[src/rtl/vga_timing_pkg.sv]
// vga_timing_pkg: 720p timing defaults, geometry constants shared with the
// pixel-colour stage, and helpers deriving axis totals and sync windows.
package vga_timing_pkg;

    // 1280x720 @ 60 Hz defaults (74.25 MHz pixel clock)
    localparam int H_ACTIVE_720P = 1280;
    localparam int H_FP_720P     = 110;
    localparam int H_SYNC_720P   = 40;
    localparam int H_BP_720P     = 220;
    localparam int V_ACTIVE_720P = 720;
    localparam int V_FP_720P     = 5;
    localparam int V_SYNC_720P   = 5;
    localparam int V_BP_720P     = 20;

    // Geometry and colour format seen by the pixel-colour stage
    localparam int SCREEN_WIDTH  = H_ACTIVE_720P;
    localparam int SCREEN_HEIGHT = V_ACTIVE_720P;
    localparam int COLOUR_BITS   = 8;

    // Counter widths of the top-level outputs
    localparam int H_CNT_W = 11;
    localparam int V_CNT_W = 10;

    // Full period of one axis (pixels per line or lines per frame)
    function automatic int axis_total(input int active, input int fp,
                                      input int sync, input int bp);
        return active + fp + sync + bp;
    endfunction

    // First position of the sync pulse on an axis
    function automatic int sync_first(input int active, input int fp);
        return active + fp;
    endfunction

    // Last position of the sync pulse on an axis (inclusive)
    function automatic int sync_last(input int active, input int fp, input int sync);
        return active + fp + sync - 1;
    endfunction

endpackage

[src/rtl/vga_timing_gen_axis_counter.sv]
// vga_axis_counter: one raster axis. count is registered; wrap/active/sync
// are combinational and describe the value count takes at the next edge, so
// the parent can register flags that line up with the counter.
module vga_axis_counter
    import vga_timing_pkg::*;
#(
    parameter int ACTIVE = H_ACTIVE_720P,
    parameter int FP     = H_FP_720P,
    parameter int SYNC   = H_SYNC_720P,
    parameter int BP     = H_BP_720P,
    parameter int WIDTH  = H_CNT_W
) (
    input  logic             i_clk,
    input  logic             i_rst,
    input  logic             i_advance,
    output logic [WIDTH-1:0] o_count,
    output logic             o_wrap,
    output logic             o_active,
    output logic             o_sync
);

    localparam int TOTAL = axis_total(ACTIVE, FP, SYNC, BP);
    localparam logic [WIDTH-1:0] LAST_V   = WIDTH'(TOTAL - 1);
    localparam logic [WIDTH-1:0] ACTIVE_V = WIDTH'(ACTIVE);
    localparam logic [WIDTH-1:0] SYNC_LO  = WIDTH'(sync_first(ACTIVE, FP));
    localparam logic [WIDTH-1:0] SYNC_HI  = WIDTH'(sync_last(ACTIVE, FP, SYNC));

    logic [WIDTH-1:0] r_count;
    logic [WIDTH-1:0] w_next;
    logic             w_wrap;

    // Next count and the flags describing it
    always_comb begin
        w_wrap = 1'b0;
        w_next = r_count;
        if (i_advance) begin
            if (r_count == LAST_V) begin
                w_wrap = 1'b1;
                w_next = {WIDTH{1'b0}};
            end else begin
                w_next = r_count + {{(WIDTH-1){1'b0}}, 1'b1};
            end
        end else begin
            w_next = r_count;
        end
    end

    // Counter register; parks on the last position so the first edge out of reset lands on 0
    always_ff @(posedge i_clk or posedge i_rst) begin
        if (i_rst) begin
            r_count <= LAST_V;
        end else begin
            r_count <= w_next;
        end
    end

    assign o_count  = r_count;
    assign o_wrap   = w_wrap;
    assign o_active = (w_next < ACTIVE_V);
    assign o_sync   = (w_next >= SYNC_LO) && (w_next <= SYNC_HI);

endmodule

[src/rtl/vga_timing_gen.sv]
// vga_timing_gen: raster timing for the 1280x720 UI panel, pixel_clk domain.
// Every output is a flop. Optional build macro VGA_SYNC_ALIGN_EN adds one
// register stage on hsync/vsync so they lag the counters by one pixel.
module vga_timing_gen
    import vga_timing_pkg::*;
#(
    parameter int H_ACTIVE  = H_ACTIVE_720P,
    parameter int H_FP      = H_FP_720P,
    parameter int H_SYNC    = H_SYNC_720P,
    parameter int H_BP      = H_BP_720P,
    parameter int V_ACTIVE  = V_ACTIVE_720P,
    parameter int V_FP      = V_FP_720P,
    parameter int V_SYNC    = V_SYNC_720P,
    parameter int V_BP      = V_BP_720P,
    parameter bit HSYNC_POL = 1'b1,
    parameter bit VSYNC_POL = 1'b1
) (
    input  logic               pixel_clk,
    input  logic               reset,
    output logic [H_CNT_W-1:0] h_counter,
    output logic [V_CNT_W-1:0] v_counter,
    output logic               display_enable,
    output logic               hsync,
    output logic               vsync,
    output logic               line_start,
    output logic               frame_start,
    output logic [7:0]         frame_count
);

    localparam int H_TOTAL = axis_total(H_ACTIVE, H_FP, H_SYNC, H_BP);
    localparam int V_TOTAL = axis_total(V_ACTIVE, V_FP, V_SYNC, V_BP);

    if ((H_TOTAL > 2048) || (V_TOTAL > 1024) ||
        (H_ACTIVE == 0) || (H_FP == 0) || (H_SYNC == 0) || (H_BP == 0) ||
        (V_ACTIVE == 0) || (V_FP == 0) || (V_SYNC == 0) || (V_BP == 0)) begin : g_bad_params
        $error("vga_timing_gen: timing parameters out of range");
    end

    logic w_h_wrap, w_h_active, w_h_sync;
    logic w_v_wrap, w_v_active, w_v_sync;
    logic r_display_enable, r_hsync, r_vsync, r_line_start, r_frame_start;
    logic [7:0] r_frame_count;

    vga_axis_counter #(
        .ACTIVE (H_ACTIVE), .FP (H_FP), .SYNC (H_SYNC), .BP (H_BP), .WIDTH (H_CNT_W)
    ) u_h_axis (
        .i_clk     (pixel_clk),
        .i_rst     (reset),
        .i_advance (1'b1),
        .o_count   (h_counter),
        .o_wrap    (w_h_wrap),
        .o_active  (w_h_active),
        .o_sync    (w_h_sync)
    );

    vga_axis_counter #(
        .ACTIVE (V_ACTIVE), .FP (V_FP), .SYNC (V_SYNC), .BP (V_BP), .WIDTH (V_CNT_W)
    ) u_v_axis (
        .i_clk     (pixel_clk),
        .i_rst     (reset),
        .i_advance (w_h_wrap),
        .o_count   (v_counter),
        .o_wrap    (w_v_wrap),
        .o_active  (w_v_active),
        .o_sync    (w_v_sync)
    );

    // Flags registered from next-count values so they describe the (h,v) shown alongside them
    always_ff @(posedge pixel_clk or posedge reset) begin
        if (reset) begin
            r_display_enable <= 1'b0;
            r_hsync          <= ~HSYNC_POL;
            r_vsync          <= ~VSYNC_POL;
            r_line_start     <= 1'b0;
            r_frame_start    <= 1'b0;
        end else begin
            r_display_enable <= w_h_active & w_v_active;
            r_hsync          <= w_h_sync ? HSYNC_POL : ~HSYNC_POL;
            r_vsync          <= w_v_sync ? VSYNC_POL : ~VSYNC_POL;
            r_line_start     <= w_h_wrap;
            r_frame_start    <= w_h_wrap & w_v_wrap;
        end
    end

    // Frame counter steps on the cycle after each frame_start pulse
    always_ff @(posedge pixel_clk or posedge reset) begin
        if (reset) begin
            r_frame_count <= 8'd0;
        end else if (r_frame_start) begin
            r_frame_count <= r_frame_count + 8'd1;
        end else begin
            r_frame_count <= r_frame_count;
        end
    end

`ifdef VGA_SYNC_ALIGN_EN
    logic r_hsync_d, r_vsync_d;

    // Extra sync stage matching a registered RGB output downstream
    always_ff @(posedge pixel_clk or posedge reset) begin
        if (reset) begin
            r_hsync_d <= ~HSYNC_POL;
            r_vsync_d <= ~VSYNC_POL;
        end else begin
            r_hsync_d <= r_hsync;
            r_vsync_d <= r_vsync;
        end
    end

    assign hsync = r_hsync_d;
    assign vsync = r_vsync_d;
`else
    assign hsync = r_hsync;
    assign vsync = r_vsync;
`endif

    assign display_enable = r_display_enable;
    assign line_start     = r_line_start;
    assign frame_start    = r_frame_start;
    assign frame_count    = r_frame_count;

endmodule
[config.mk]
export PLATFORM = sky130hd
export DESIGN_NAME = vga_timing_gen
export DESIGN_NICKNAME = d
export VERILOG_FILES = /design/src/rtl/vga_timing_pkg.sv /design/src/rtl/vga_timing_gen_axis_counter.sv /design/src/rtl/vga_timing_gen.sv
export SDC_FILE = /design/constraint.sdc
export NUM_CORES = 1
export LEC_CHECK = 0
export ABC_AREA = 1
export CORE_MARGIN = 2
export CORE_UTILIZATION = 50
export CTS_BUF_LIST = sky130_fd_sc_hd__clkbuf_2 sky130_fd_sc_hd__clkbuf_4 sky130_fd_sc_hd__clkbuf_8
export DETAILED_ROUTE_END_ITERATION = 10
export PLACE_DENSITY = 0.76
export RECOVER_POWER = 25
export SYNTH_ARGS = -nofsm -noshare
export SYNTH_HDL_FRONTEND = slang
export SYNTH_SLANG_ARGS = --single-unit
[constraint.sdc]
create_clock -name pixel_clk -period 1.7 [get_ports pixel_clk]
set_input_delay 0.34 -clock pixel_clk [delete_from_list [all_inputs] [get_ports pixel_clk]]
set_output_delay 0.34 -clock pixel_clk [all_outputs]
set_load 0.005 [all_outputs]
==> run_results.csv <==
group,metric,value,unit
timing,setup_slack,-147,ps
pwr,p_switching,0.322,mW
setup_path,crit_start,"u_h_axis.o_count[0]",
grt,grt_pass1_wl,8920,um
synth,synthCells,289,
grt,grt_pass1_vias,2037,
setup_path,r2r-start,"u_h_axis.o_count[0]",
timing,skew,6.16,ps
grt,overflow,0,
setup_path,path_buf_inv,1,
synth,synthesis.area,0.00215,mm^2
drt,drtIter0Drc,183,
synth,avgSynthCellArea,7.45,um^2
timing,rsz0062_at_grt,"yes",
setup_path,cpPeakStageDelay,570,ps
die,die_x,69.6,um
synth,synth-edff-count,0,
timing,final_hold_viol_count,0,
die,die-area,0.00484,mm^2
cts,clock_latency,290,ps
drt,routedWlPerCell,13.9,um
placement,dp_cells,416,
synth,ys.flop_type,"dfrtp_1",
cts,htree_levels,2,
layout,num-fill-cells,267,
layout,final_layout_size_suffix_gt1_share,33.5,%
timing,worst_pin_slew,859,ps
pwr,comb_power_share,1.3,%
synth,yosys.area.top_type,"dfrtp_1",
synth,async_flop_share,100,%
timing,tns,-506,ps
layout,final_cells,441,
die,rows,23,
cts,cts_buffers,5,
pwr,p_seq_share,56.3,%
drt,wl,6140,um
setup_path,path_cells,"ha_4 -> inv_2 -> nor2_4 -> nand2_4 -> nor2_8 -> nand3_2 -> nand2_2 -> nand2_1 -> nor3_2 -> nand3_1 -> nor2_1",
setup_path,cp-end-kind,"register",
timing,relSlewSlack,42.8,%
synth,synth_nets,296,
drt,via_per_inst,5.14,
grt,antenna_found_initial,0,
cts,clk_pin_slew,70,ps
setup_path,critPathArrivalTime,2060,ps
pwr,clock_power_share,42.4,%
synth,yosysMostFrequentCell,"nand2_1",
worst_hold_path,hold_path_class,"reg -> reg",
synth,synthDistinctLibCells,30,
synth,yosys_warnings,0,
timing,setup_violations,4,
layout,num_antenna_cells,0,
synth,synth.yosys.seq_area_share,40.3,%
pwr,p_leak,1.71,nW
die,pin_count,36,
drt,vias,2267,
timing,finalCriticalPeriod,1850,ps
layout,syn2layout_area_growth,50.5,%
timing,max_freq,541,MHz
synth,synthTopCellsByArea,"dfrtp_1 (24%), dfstp_2 (16%), nand2_1 (14%), inv_1 (8.5%), nand3_1 (6.7%)",
drt,ant_nets,0,
layout,layout.nets,397,
cts,root_buffer,"clkbuf_8",
setup_path,cp-start-kind,"register",
pwr,ir_worst_vdd,0.000319,V
cts,clk_path_buf_depth,2,
worst_hold_path,hold_path.startpoint,"frame_count[7]",
cts,cts_tree,"done",
pwr,switching_share,22.4,%
pwr,p_int,1.12,mW
placement,gp_congestion,0.906,
setup_path,cp.required,1920,ps
synth,synthTopCellsByCount,"nand2_1 (83), inv_1 (49), nand3_1 (29)",
synth,ys_seq_elements,34,
status,violations,"negative setup slack",
setup_path,crit_slowest_cell,"dfstp_2",
cts,numClockSinks,34,
grt,grt_usage,22.7,%
grt,grt_max_degree,35,
layout,utilization,79.8,%
timing,slew_viol_final,0,
setup_path,cp_max_fo,5,
timing,period_share,109,%
synth,yosysTopAreaCellShare,24.4,%
placement,post-dp-hpwl,3810,um
die,design.core.area,0.00406,mm^2
drt,drc,0,
placement,portBuffers,35,
status,outcome,"complete, but fails checks",
die,die_h,69.6,um
die,start_util,53.0,%
setup_path,cp_top_family,"simple AND/OR/NAND/NOR gates",
setup_path,crit_type,"reg -> reg",
pwr,powerDensity,444,mW/mm^2
drt,first_pass_iters,6,
flow_run,maxCapViolations,0,
-- worst register-to-register path, stage by stage, from the launching register on --
cell	delay [ps]
dfstp_2	570
ha_4	160
inv_2	50
nor2_4	140
nand2_4	110
nor2_8	180
nand3_2	90
nand2_2	90
nand2_1	70
nor3_2	100
nand3_1	130
nor2_1	100
-- power by group through the flow --
stage | clock, mW | combinational (mW) | sequential [mW]
after detailed placement | 0 | 0.0249 | 0.824
after global routing | 0.660 | 0.0224 | 0.810
after global placement | 0 | 0.0246 | 0.824
final | 0.611 | 0.0184 | 0.810
after floorplan | 0 | 0.0117 | 0.824
after CTS | 0.623 | 0.0248 | 0.810
-- state kept, by name, summed over array words and instances (netlist names) --
name and flops:
u_h_axis.o_count 11, frame_start 1, line_start 1, u_v_axis.o_count 10, frame_count 8, hsync 1
vsync 1, display_enable 1
-- final timing paths --
path | to | slack (ps) | cells after the start
worst max register to register | vsync | -150 | 11
max in group asynchronous | u_h_axis.o_count[7] | 420 | 3
worst min-delay path | frame_count[7] | 490 | 1
worst max-delay path | vsync | -150 | 11
min in group asynchronous | frame_count[4] | 740 | 3
worst min register to register | frame_count[7] | 490 | 1
-- per-stage QoR --
stage / total power, mW / setup slack [ps] / cell area, um^2 / hold slack, ps
2_1_floorplan: 0.836 / 7.93 / 2150 / 468
3_3_place_gp: 0.849 / -167 / 2910 / 461
3_5_place_dp: 0.849 / -215 / 2910 / 476
4_1_cts: 1.46 / -112 / 3130 / 401
5_1_grt: 1.49 / -260 / 3240 / 526
6_report: 1.44 / -147 / 3240 / 487
-- placed cells by master, fill, tap and decap left out, types with 9 or more instances in the layout --
| cell type | Yosys | layout |
|---|---|---|
| dlygate4sd2_1 | 0 | 9 |
| dfstp_2 | 13 | 13 |
| inv_2 | 7 | 9 |
| nor2_1 | 27 | 22 |
| buf_4 | 0 | 55 |
| clkdlybuf4s50_1 | 0 | 22 |
| inv_1 | 49 | 47 |
| nand2_1 | 83 | 77 |
| dfrtp_1 | 21 | 21 |
| nand3_1 | 29 | 27 |
-- area by class of cell --
type                       instances  area (um^2)  share of cell area (%)
multi-input combinational        197         1170                    36.2
sequential                        34          867                    26.8
timing repair buffer              96          838                    25.9
inverter                          56          210                    6.49
clock buffer                       6         76.3                    2.36
tap                               50         62.6                    1.93
clock inverter                     2         13.8                   0.425
-- cells by family (layout without fill, tap and decap cells) --
| kind of cell | count (synthesis) | after routing | share of synthesized area (%) |
|---|---|---|---|
| simple gates | 171 | 172 | 39.2 |
| buf+inv | 59 | 160 | 10.8 |
| flops | 34 | 34 | 40.3 |
| compound gates | 11 | 11 | 3.02 |
| xor+xnor | 8 | 8 | 3.26 |
| fa+ha+maj | 5 | 5 | 2.91 |
| mux | 1 | 1 | 0.523 |
-- metal layers --
metal	vias to the layer above	GRT usage, %	wire length (um)
li1	1092	-	-
met1	1079	28.3	2500
met2	81	38.4	3170
met3	15	3.34	339
met4	0	11.1	129
met5	-	0	0
-- timing repair --
item | CTS | global route
hold buffers | 0 | 0
cloned | 0 | 1
pin swaps | 5 | 13
gates resized for setup | 23 | 20
endpoints found under the setup margin | 16 | 11
buffers inserted | 10 | 6
(Power assumes the default switching activity.)
